`config.mk`:
```
export PLATFORM = sky130hd
export DESIGN_NAME = obi_rr_mux
export DESIGN_NICKNAME = d
export VERILOG_FILES = /design/src/rtl/obi_rr_mux_pkg.sv /design/src/rtl/obi_rr_mux_idx_fifo.sv /design/src/rtl/obi_rr_mux.sv
export SDC_FILE = /design/constraint.sdc
export NUM_CORES = 1
export LEC_CHECK = 0
export ABC_AREA = 1
export CAP_MARGIN = 10
export CORE_AREA = 2 2 180 182
export CTS_CLUSTER_SIZE = 16
export DETAILED_ROUTE_END_ITERATION = 12
export DIE_AREA = 0 0 182 184
export GPL_ROUTABILITY_DRIVEN = 0
export SKIP_CTS_REPAIR_TIMING = 1
export SLEW_MARGIN = 10
export SYNTH_ARGS = -nofsm -noshare
export SYNTH_HDL_FRONTEND = slang
export SYNTH_SLANG_ARGS = --single-unit
```
`constraint.sdc`:
```
create_clock -name clk_i -period 7.9 [get_ports clk_i]
set_input_delay 0.79 -clock clk_i [delete_from_list [all_inputs] [get_ports clk_i]]
set_output_delay 0.79 -clock clk_i [all_outputs]
set_load 0.1 [all_outputs]
```
`src/rtl/obi_rr_mux_pkg.sv`:
```
// Shared types and the round-robin pick helper for obi_rr_mux.
package obi_rr_mux_pkg;

    typedef enum logic {
        ARB,
        HOLD
    } arb_state_e;

    // Widest request vector rr_pick can scan; obi_rr_mux needs NumReq <= RrMaxReq.
    localparam int unsigned RrMaxReq = 32;
    localparam int unsigned RrIdxW   = 5;

    typedef logic [RrIdxW-1:0] rr_idx_t;
    typedef logic [RrIdxW:0]   rr_num_t;

    // First set bit of req[num-1:0], scanning upward from ptr with wrap at num.
    function automatic rr_idx_t rr_pick(
        input  logic [RrMaxReq-1:0] req,
        input  rr_idx_t             ptr,
        input  rr_num_t             num,
        output logic                found
    );
        rr_num_t pos;
        rr_idx_t pick;
        found = 1'b0;
        pick  = '0;
        for (int unsigned i = 0; i < RrMaxReq; i++) begin
            pos = {1'b0, ptr} + rr_num_t'(i);
            if (pos >= num) begin
                pos = pos - num;
            end
            if (!found && (rr_num_t'(i) < num) && req[pos[RrIdxW-1:0]]) begin
                found = 1'b1;
                pick  = pos[RrIdxW-1:0];
            end
        end
        return pick;
    endfunction

endpackage

```
`src/rtl/obi_rr_mux_idx_fifo.sv`:
```
// In-order FIFO of small indices with occupancy flags; no bus knowledge.
module obi_rr_mux_idx_fifo #(
    parameter int unsigned Depth = 2,
    parameter int unsigned Width = 2
) (
    input  logic             clk,
    input  logic             rst,
    input  logic             push,
    input  logic [Width-1:0] wdata,
    input  logic             pop,
    output logic [Width-1:0] head,
    output logic             full,
    output logic             empty
);

    localparam int unsigned PtrW = (Depth > 1) ? $clog2(Depth) : 1;
    localparam int unsigned CntW = $clog2(Depth + 1);

    typedef logic [PtrW-1:0] ptr_t;

    logic [Width-1:0] mem [Depth];
    ptr_t             wr_q;
    ptr_t             rd_q;
    logic [CntW-1:0]  cnt_q;
    logic             do_push;
    logic             do_pop;

    function automatic ptr_t ptr_inc(input ptr_t p);
        return (p == ptr_t'(Depth - 1)) ? '0 : p + ptr_t'(1);
    endfunction

    assign full    = (cnt_q == CntW'(Depth));
    assign empty   = (cnt_q == '0);
    assign head    = mem[rd_q];
    assign do_push = push & ~full;
    assign do_pop  = pop & ~empty;

    // Storage array, written at the tail.
    always_ff @(posedge clk) begin
        if (do_push) begin
            mem[wr_q] <= wdata;
        end
    end

    // Pointers and occupancy; simultaneous push and pop leave the count unchanged.
    always_ff @(posedge clk or posedge rst) begin
        if (rst) begin
            wr_q  <= '0;
            rd_q  <= '0;
            cnt_q <= '0;
        end else begin
            if (do_push) begin
                wr_q <= ptr_inc(wr_q);
            end
            if (do_pop) begin
                rd_q <= ptr_inc(rd_q);
            end
            if (do_push && !do_pop) begin
                cnt_q <= cnt_q + CntW'(1);
            end else if (do_pop && !do_push) begin
                cnt_q <= cnt_q - CntW'(1);
            end
        end
    end

endmodule

```
`src/rtl/obi_rr_mux.sv`:
```
// Round-robin mux of NumReq OBI managers onto one OBI subordinate port.
// Optional per-manager error counters: define OBI_RR_MUX_ERR_CNT_EN.
module obi_rr_mux
    import obi_rr_mux_pkg::*;
#(
    parameter int unsigned NumReq         = 4,
    parameter int unsigned AddrWidth      = 32,
    parameter int unsigned DataWidth      = 32,
    parameter int unsigned ErrBits        = 1,
    parameter int unsigned NumOutstanding = 2,
    parameter int unsigned ErrCntWidth    = 8
) (
    input  logic                                  clk_i,
    input  logic                                  rst_i,
    input  logic [NumReq-1:0]                     m_req_i,
    output logic [NumReq-1:0]                     m_gnt_o,
    input  logic [NumReq-1:0][AddrWidth-1:0]      m_addr_i,
    input  logic [NumReq-1:0]                     m_we_i,
    input  logic [NumReq-1:0][DataWidth/8-1:0]    m_be_i,
    input  logic [NumReq-1:0][DataWidth-1:0]      m_wdata_i,
    output logic [NumReq-1:0]                     m_rvalid_o,
    output logic [DataWidth-1:0]                  m_rdata_o,
    output logic [ErrBits-1:0]                    m_err_o,
    output logic                                  s_req_o,
    input  logic                                  s_gnt_i,
    output logic [AddrWidth-1:0]                  s_addr_o,
    output logic                                  s_we_o,
    output logic [DataWidth/8-1:0]                s_be_o,
    output logic [DataWidth-1:0]                  s_wdata_o,
    input  logic                                  s_rvalid_i,
    input  logic [DataWidth-1:0]                  s_rdata_i,
    input  logic [ErrBits-1:0]                    s_err_i,
    output logic                                  unexp_rsp_o,
    output logic [NumReq-1:0][ErrCntWidth-1:0]    err_cnt_o
);

    typedef logic [$clog2(NumReq)-1:0] idx_t;

    arb_state_e            state_q;
    arb_state_e            state_d;
    idx_t                  sel_q;
    idx_t                  rr_q;
    idx_t                  win_idx;
    idx_t                  sel;
    idx_t                  fifo_head;
    logic                  win_found;
    logic                  fifo_full;
    logic                  fifo_empty;
    logic                  push;
    logic                  pop;
    logic [RrMaxReq-1:0]   req_ext;

    // Round-robin winner among current requests, starting at the rr pointer.
    always_comb begin
        req_ext             = '0;
        req_ext[NumReq-1:0] = m_req_i;
        win_found           = 1'b0;
        win_idx             = idx_t'(rr_pick(req_ext, rr_idx_t'(rr_q), rr_num_t'(NumReq), win_found));
    end

    // FSM outputs: selected manager and the gated subordinate request.
    always_comb begin
        sel     = win_idx;
        s_req_o = win_found & ~fifo_full;
        if (state_q == HOLD) begin
            sel     = sel_q;
            s_req_o = m_req_i[sel_q] & ~fifo_full;
        end
    end

    // FSM next state: hold a selection from a stalled request until it is granted.
    always_comb begin
        state_d = state_q;
        case (state_q)
            ARB:     if (s_req_o && !s_gnt_i) state_d = HOLD;
            HOLD:    if (s_req_o && s_gnt_i)  state_d = ARB;
            default: state_d = ARB;
        endcase
    end

    // FSM state, held selection and rr pointer.
    always_ff @(posedge clk_i or posedge rst_i) begin
        if (rst_i) begin
            state_q <= ARB;
            sel_q   <= '0;
            rr_q    <= '0;
        end else begin
            state_q <= state_d;
            if (state_q == ARB && s_req_o && !s_gnt_i) begin
                sel_q <= win_idx;
            end
            if (push) begin
                rr_q <= (sel == idx_t'(NumReq - 1)) ? '0 : sel + idx_t'(1);
            end
        end
    end

    assign push = s_req_o & s_gnt_i;
    assign pop  = s_rvalid_i & ~fifo_empty;

    assign s_addr_o    = m_addr_i[sel];
    assign s_we_o      = m_we_i[sel];
    assign s_be_o      = m_be_i[sel];
    assign s_wdata_o   = m_wdata_i[sel];
    assign m_rdata_o   = s_rdata_i;
    assign m_err_o     = s_err_i;
    assign unexp_rsp_o = s_rvalid_i & fifo_empty;

    // One-hot grant to the selected manager and response routing to the FIFO head.
    always_comb begin
        m_gnt_o    = '0;
        m_rvalid_o = '0;
        if (push) begin
            m_gnt_o[sel] = 1'b1;
        end
        if (pop) begin
            m_rvalid_o[fifo_head] = 1'b1;
        end
    end

    obi_rr_mux_idx_fifo #(
        .Depth (NumOutstanding),
        .Width ($clog2(NumReq))
    ) u_idx_fifo (
        .clk   (clk_i),
        .rst   (rst_i),
        .push  (push),
        .wdata (sel),
        .pop   (pop),
        .head  (fifo_head),
        .full  (fifo_full),
        .empty (fifo_empty)
    );

`ifdef OBI_RR_MUX_ERR_CNT_EN
    logic [NumReq-1:0][ErrCntWidth-1:0] err_cnt_q;

    // Saturating error count for the manager that receives each routed error response.
    always_ff @(posedge clk_i or posedge rst_i) begin
        if (rst_i) begin
            err_cnt_q <= '0;
        end else if (pop && (|s_err_i) && (err_cnt_q[fifo_head] != '1)) begin
            err_cnt_q[fifo_head] <= err_cnt_q[fifo_head] + ErrCntWidth'(1);
        end
    end

    assign err_cnt_o = err_cnt_q;
`else
    assign err_cnt_o = '0;
`endif

endmodule

```
; Yosys cells after proc, flatten, opt, wreduce, memory -nomap -nowiden
; Memories as Yosys holds them, arrays and structs flattened.
; Cells that the tools add are included.
; W data, S select, Z words.
[classes]
n_lt_le_gt_ge = 13
n_addsub = 12
n_eq_ne = 2
reduce_logical = 19
bitwise_logic = 10
n_mux = 48
[ops]
columns = op, count
row1 = $bmux W32 S2, 2
row2 = $mux W32, 2
row3 = $lt A5 B6 Y1 const B, 4
row4 = $bmux W1 S5, 4
row5 = $mux W5, 4
row6 = $mux W1, 19
row7 = $mux W2, 8
row8 = $mux W4, 3
row9 = $sub A3 B3 Y4 const B, 3
row10 = $logic_and A1 B1 Y1, 11
row11 = $ge A3 B3 Y1 const B, 3
row12 = $lt A2 B3 Y1 const B, 3
row13 = $bmux W4 S2, 1
row14 = $and A1 B1 Y1, 7
row15 = $add A2 B2 Y3 const B, 2
row16 = $logic_not A1 Y1, 6
row17 = $add A2 B1 Y2 const B, 2
row18 = $bmux W1 S2, 2
row19 = $demux W1 S2, 2
row20 = $eq A2 B2 Y1 const B, 2
row21 = $ge A2 B1 Y1 const B, 2
row22 = $sub A2 B3 Y4 const B, 1
row23 = $add A2 B1 Y3 const B, 1
row24 = $ge A2 B3 Y1 const B, 1
row25 = other kinds (6), 9
[word_totals]
word_cells = 111
mem_count = 1
output_inout_bits = 144
register_bits = 9
ram_bits = 4
[mem_list]
columns = memory, depth, width, read_ports, rd_clocked_by_memory_dff, write_ports, line
row1 = u_idx_fifo.mem, 2, 2, 1, 0, 1, obi_rr_mux_idx_fifo.sv:21  ; logic [Width-1:0] mem [Depth];

; Logic depth before layout (Yosys ltp)
[logic_depth]
ltp_word = 22
ltp_mapped = 18
depth_no_buf = 16

; Cells and area by module
; From an unflattened synthesis, not the netlist that was laid out.
[hier_totals]
cells_unflattened = 1044
hier_area_um2 = 5062.4
[modules_own_cells]
columns = mod, cells_per_inst, seq_area_each_um2, area_per_inst_um2, instances
row1 = obi_rr_mux, 1001, 125.1, 4682.0, 1
row2 = obi_rr_mux_idx_fifo, 43, 220.2, 380.4, 1

; Worst setup path before layout
; Ideal clock, no wire load.
[synth_path]
kind = flip-flop to output port
startpoint = register rr_q[1]
endpoint = output m_gnt_o[2]
arrival_time_ps = 3352
path_slack_ps = 3758
required_time_ps = 7110
n_path_buf = 2
path_stages_with_launch = 16
cell_sequence = dfrtp_1 clkinv_1 ha_1 inv_1 nand3_1 nand3_2 a21oi_1 nand2_1 nand3_2 nand2_2 buf_6 buf_6 inv_1 ha_1 inv_1 nor2_1
[synth_between]
elab_chain_len = 20
word_cells_on_any_way = 47
[synth_lines]
columns = element, line
row1 = start: declaration, obi_rr_mux.sv:42  ; idx_t rr_q;
row2 = start signal: assignment, obi_rr_mux.sv:93  ; rr_q <= (sel == idx_t'(NumReq - 1)) ? '0 : sel + idx_t'(1);
row3 = branches (longest 13 deep; another with $sub A3 B3 Y4), --
row4 = $mux W2 (*), obi_rr_mux_pkg.sv:32  ; if (!found && (rr_num_t'(i) < num) && req[pos[RrIdxW-1:0]]) begin
row5 = $mux W2 (*), obi_rr_mux.sv:65  ; if (state_q == HOLD) begin
row6 = net sel[0], obi_rr_mux.sv:44  ; idx_t sel;
row7 = $lt A2 B3 Y1 (implied by the code) or $ge A2 B1 Y1 (tied branches), obi_rr_mux.sv:114  ; m_gnt_o[sel] = 1'b1;
row8 = $logic_and A1 B1 Y1 (implied by the code), obi_rr_mux.sv:114
row9 = $mux W1 (implied by the code), obi_rr_mux.sv:114
row10 = $demux W1 S2 (*), obi_rr_mux.sv:114
row11 = $mux W4 (*), obi_rr_mux.sv:113  ; if (push) begin
row12 = end: declaration, obi_rr_mux.sv:16  ; output logic [NumReq-1:0] m_gnt_o,
; Mark *: on every way through the listed nets, which the timed path passes. The select of a mux whose other input is x is not followed.

; Worst setup path after layout
[layout_path]
startpoint = input m_req_i[3]
endpoint = output m_gnt_o[0]
[layout_between]
elab_chain_len = 18
word_cells_on_any_way = 35
[layout_lines]
columns = element, line
row1 = start: declaration, obi_rr_mux.sv:15  ; input logic [NumReq-1:0] m_req_i,
row2 = $bmux W1 S5, obi_rr_mux_pkg.sv:32
row3 = $mux W1 (implied by the code), obi_rr_mux_pkg.sv:32
row4 = $mux W1, obi_rr_mux_pkg.sv:32
row5 = $logic_not A1 Y1, obi_rr_mux_pkg.sv:32
row6 = $logic_and A1 B1 Y1, obi_rr_mux_pkg.sv:32
row7 = $mux W1, obi_rr_mux_pkg.sv:32
row8 = $logic_not A1 Y1, obi_rr_mux_pkg.sv:32
row9 = $logic_and A1 B1 Y1, obi_rr_mux_pkg.sv:32
row10 = [2 not listed], --
row11 = $logic_and A1 B1 Y1, obi_rr_mux_pkg.sv:32
row12 = $mux W2, obi_rr_mux_pkg.sv:32
row13 = $mux W2, obi_rr_mux.sv:65
row14 = $lt A2 B3 Y1 (implied by the code) or $ge A2 B1 Y1 (tied branches), obi_rr_mux.sv:114
row15 = $logic_and A1 B1 Y1 (implied by the code), obi_rr_mux.sv:114
row16 = $mux W1 (implied by the code), obi_rr_mux.sv:114
row17 = $demux W1 S2, obi_rr_mux.sv:114
row18 = $mux W4 (*), obi_rr_mux.sv:113
; Mark *: on every way between the ends. The rest lies on a longest branch, timed or not. The select of a mux whose other input is x is not followed.

==> impl_metrics.sql <==
INSERT INTO impl_metrics (metric_group, metric, value, unit) VALUES
('timing', 'final_report_hold_violation_count', '0', ''),
('synth', 'mappedNetlistArea', '0.00508', 'sq mm'),
('floorplanning', 'floorplan.die_area', '0.0335', 'sq mm'),
('critical_path', 'crit-reg2reg-launch', 'rr_q[0]', ''),
('timing', 'min_period', '5620', 'ps'),
('critical_path', 'crit_fanout', '39', ''),
('timing', 'worst_clock_skew', '3.41', 'ps'),
('synth', 'ys_seq_elements', '13', ''),
('routing', 'drt_drc_violations_left', '0', ''),
('floorplanning', 'floorplan.rows', '65', ''),
('placed_design', 'postPlaceCellArea', '0.00858', 'sq mm'),
('final_layout', 'core_utilization_of_the_finished_layout', '0.276', ''),
('clock_tree', 'clkSlewWorstSetupHoldPaths', '40', 'ps'),
('clock_tree', 'clkSinkCount', '13', ''),
('min_path', 'holdPathEnd', 'u_idx_fifo.wr_q', ''),
('clock_tree', 'clock_tree.htree_level_count', '1', ''),
('critical_path', 'r2r-end', 'rr_q[1]', ''),
('clock_tree', 'cts_inserted_buffers', '3', ''),
('critical_path', 'crit_arrival', '4830', 'ps'),
('clock_tree', 'cts_root_buffer', 'sky130_fd_sc_hd__clkbuf_16', ''),
('routing', 'initialDrtViolationCount', '374', ''),
('global_route', 'grt_first_pass_wirelength', '34400', 'microns'),
('final_layout', 'highest_count_cells_in_the_layout_ignoring_fill_and_taps', 'sky130_fd_sc_hd__clkdlybuf4s50_1 (362), sky130_fd_sc_hd__inv_1 (303), sky130_fd_sc_hd__nand3_1 (286), sky130_fd_sc_hd__nand2_1 (249), sky130_fd_sc_hd__conb_1 (32)', ''),
('synth', 'synth_cells', '1037', ''),
('routing', 'route.detailed.vias_per_inst', '3.97', ''),
('final_layout', 'post_route_cells_drive_above_1_share', '0.0144', ''),
('timing', 'max_freq', '178', 'MHz'),
('timing', 'relSlewSlack', '0.308', ''),
('synth', 'yosys.cell_types.count', '29', ''),
('clock_tree', 'cts_tree', 'built', ''),
('floorplanning', 'start_util', '0.162', ''),
('critical_path', 'rrSetupSlack', '4280', 'ps'),
('routing', 'wl', '22800', 'microns'),
('floorplanning', 'die_h', '184', 'microns'),
('global_route', 'pin_count_of_the_biggest_net_entering_global_routing', '75', ''),
('clock_tree', 'source_to_sink_clock_delay_at_the_later_pin_of_the_worst_skew_pair', '240', 'ps'),
('job', 'max-cap-violations', '0', ''),
('floorplanning', 'die_outline_width', '182', 'microns'),
('min_path', 'hp-start', 'u_idx_fifo.wr_q', ''),
('final_layout', 'most_frequent_standard_cell_in_the_layout_excluding_fill_and_tap_cells', 'sky130_fd_sc_hd__clkdlybuf4s50_1', ''),
('critical_path', 'worst_setup_path_start_kind', 'input port', ''),
('floorplanning', 'core_area', '0.0314', 'sq mm'),
('global_route', 'number_of_antenna_violations_at_the_first_check_in_global_routing', '0', ''),
('routing', 'total_vias_in_the_final_route', '6820', ''),
('routing', 'dr.pass1.iters', '5', ''),
('critical_path', 'timing.setup.critical_path_class', 'input port to output pin', ''),
('final_layout', 'insertedDiodeCount', '0', ''),
('clock_tree', 'buffers_from_clock_root_to_sink_at_most', '2', ''),
('timing', 'fin_crit_sh', '0.711', ''),
('placed_design', 'hpwl', '18000', 'microns'),
('critical_path', 'cp.required', '7110', 'ps'),
('min_path', 'worst_min_delay_path_category', 'flop to flop', ''),
('timing', 'report.final.setup_viol', '0', ''),
('global_route', 'grt_util_all_layers', '0.126', ''),
('min_path', 'worstHoldPathCells', '1', ''),
('global_route', 'grt_pass1_vias', '6430', ''),
('outcome', 'run_status', 'finished, final reports clean', ''),
('final_layout', 'finish.net_count', '1643', ''),
('synth', 'synth.yosys.seq_area_share', '0.0679', ''),
('timing', 'grt_setup_unrepaired', 'false', ''),
('floorplanning', 'design.portCount', '461', ''),
('timing', 'fin_setup_tns', '0', 'ps'),
('global_route', 'globalRouteOverflowTotal', '0', ''),
('timing', 'final-max-slew-violation-count', '0', ''),
('routing', 'post_drt_wl_per_cell', '13.3', 'microns'),
('synth', 'synth.yosys.warnings', '0', ''),
('synth', 'synth_area_per_cell', '4.90', 'sq um'),
('routing', 'ant_nets', '0', ''),
('placed_design', 'place.port_buffers', '362', ''),
('critical_path', 'worst_r2r_path_depth', '15', ''),
('final_layout', 'flow.area_growth_from_synthesis', '70.3', '%'),
('critical_path', 'timing.critical_path.to_type', 'output pin', ''),
('timing', 'tightest_slew', '1040', 'ps'),
('final_layout', 'finalInstanceArea', '0.00866', 'sq mm');
logic make-up (layout without fill, tap and decap cells):
kind of cell	after synthesis	after routing	synth area share
buffers and inverters	431	679	0.392
and+or+nand+nor	561	561	0.491
xor gates and xnor gates	4	4	0.00689
DFF	13	13	0.0679
adders and majority gates	9	9	0.0222
AOI/OAI and AO/OA	17	17	0.0175
muxes	1	1	0.00197
other	1	32	0.000738
cell type report:
type	instances	area (sq um)
sequential	13	345
timing repair buffer	369	3690
fill	3592	22700
clock buffer	4	78.8
tap	402	503
multi-input combinational	624	2890
inverter	306	1150
layer usage:
layer | share of wire | up-vias | GRT usage
met5 | 0 | - | 0
met4 | 0.020 | 0 | 0.0274
met3 | 0.069 | 33 | 0.0210
met2 | 0.50 | 311 | 0.233
met1 | 0.41 | 2947 | 0.154
li1 | - | 3529 | -
synthesized netlist by cell type:
| master | n | area share |
|---|---|---|
| sky130_fd_sc_hd__inv_4 | 1 | 0.0012 |
| sky130_fd_sc_hd__buf_6 | 11 | 0.024 |
| sky130_fd_sc_hd__edfxtp_1 | 4 | 0.024 |
| sky130_fd_sc_hd__a21oi_1 | 7 | 0.0069 |
| sky130_fd_sc_hd__xor2_1 | 3 | 0.0052 |
| sky130_fd_sc_hd__clkinv_1 | 1 | 0.00074 |
| sky130_fd_sc_hd__buf_2 | 31 | 0.031 |
| sky130_fd_sc_hd__nand3_1 | 286 | 0.28 |
| sky130_fd_sc_hd__dfrtp_1 | 9 | 0.044 |
| sky130_fd_sc_hd__nor2_1 | 13 | 0.0096 |
| sky130_fd_sc_hd__nor3_1 | 3 | 0.0030 |
| sky130_fd_sc_hd__inv_2 | 1 | 0.00074 |
| sky130_fd_sc_hd__nand2_1 | 251 | 0.19 |
| sky130_fd_sc_hd__nand4_1 | 3 | 0.0037 |
| sky130_fd_sc_hd__conb_1 | 1 | 0.00074 |
| sky130_fd_sc_hd__nand2_2 | 2 | 0.0025 |
| sky130_fd_sc_hd__xnor2_1 | 1 | 0.0017 |
| sky130_fd_sc_hd__o22ai_1 | 1 | 0.0012 |
| sky130_fd_sc_hd__ha_1 | 9 | 0.022 |
| sky130_fd_sc_hd__nor2_2 | 1 | 0.0012 |
| sky130_fd_sc_hd__buf_4 | 67 | 0.099 |
| sky130_fd_sc_hd__nand3_2 | 2 | 0.0039 |
| sky130_fd_sc_hd__clkbuf_1 | 14 | 0.010 |
| sky130_fd_sc_hd__o21ai_1 | 1 | 0.00098 |
| sky130_fd_sc_hd__o21ai_0 | 7 | 0.0069 |
| sky130_fd_sc_hd__mux2i_1 | 1 | 0.0020 |
| sky130_fd_sc_hd__inv_1 | 303 | 0.22 |
| sky130_fd_sc_hd__buf_1 | 2 | 0.0015 |
| sky130_fd_sc_hd__o211ai_1 | 1 | 0.0015 |
worst max path at each step:
stage          startpoint          to  cells after the start
6_report       m_req_i[3]  m_gnt_o[0]                     16
5_1_grt           rr_q[0]  m_gnt_o[0]                     16
4_1_cts        m_req_i[3]  m_gnt_o[0]                     16
3_5_place_dp   m_req_i[3]  m_gnt_o[0]                     16
3_3_place_gp   m_req_i[3]  m_gnt_o[0]                     16
2_1_floorplan     rr_q[1]  m_gnt_o[2]                     15
worst max-delay path, stage by stage:
cell and delay, ps:
sky130_fd_sc_hd__clkdlybuf4s50_1 530, sky130_fd_sc_hd__inv_1 60, sky130_fd_sc_hd__nand2_1 50, sky130_fd_sc_hd__nand3_1 110, sky130_fd_sc_hd__nand2_1 130, sky130_fd_sc_hd__inv_2 60, sky130_fd_sc_hd__nand3_1 90, sky130_fd_sc_hd__nand2_1 70
sky130_fd_sc_hd__nor2_1 130, sky130_fd_sc_hd__nand3_1 100, sky130_fd_sc_hd__nand2_2 610, sky130_fd_sc_hd__buf_4 570, sky130_fd_sc_hd__ha_1 240, sky130_fd_sc_hd__inv_1 40, sky130_fd_sc_hd__nor2_1 90, sky130_fd_sc_hd__clkdlybuf4s50_1 1140
metrics by stage:
step	hold WS, ps	worst slack (ps)	std cells
6_report	493	2280	1718
5_1_grt	533	2020	1718
4_1_cts	494	2290	1718
3_5_place_dp	483	2300	1714
3_3_place_gp	478	2310	1714
2_1_floorplan	463	3760	1068
flip-flops by register name, summed over array words and instances (netlist names), named ones only:
name and flops:
u_idx_fifo.cnt_q 2, u_idx_fifo.mem 4, sel_q 2, u_idx_fifo.rd_q 1, rr_q 2, u_idx_fifo.wr_q 1
Power is not shown: default switching activity piles up to over one toggle a cycle in this logic, so the estimate is an artifact.
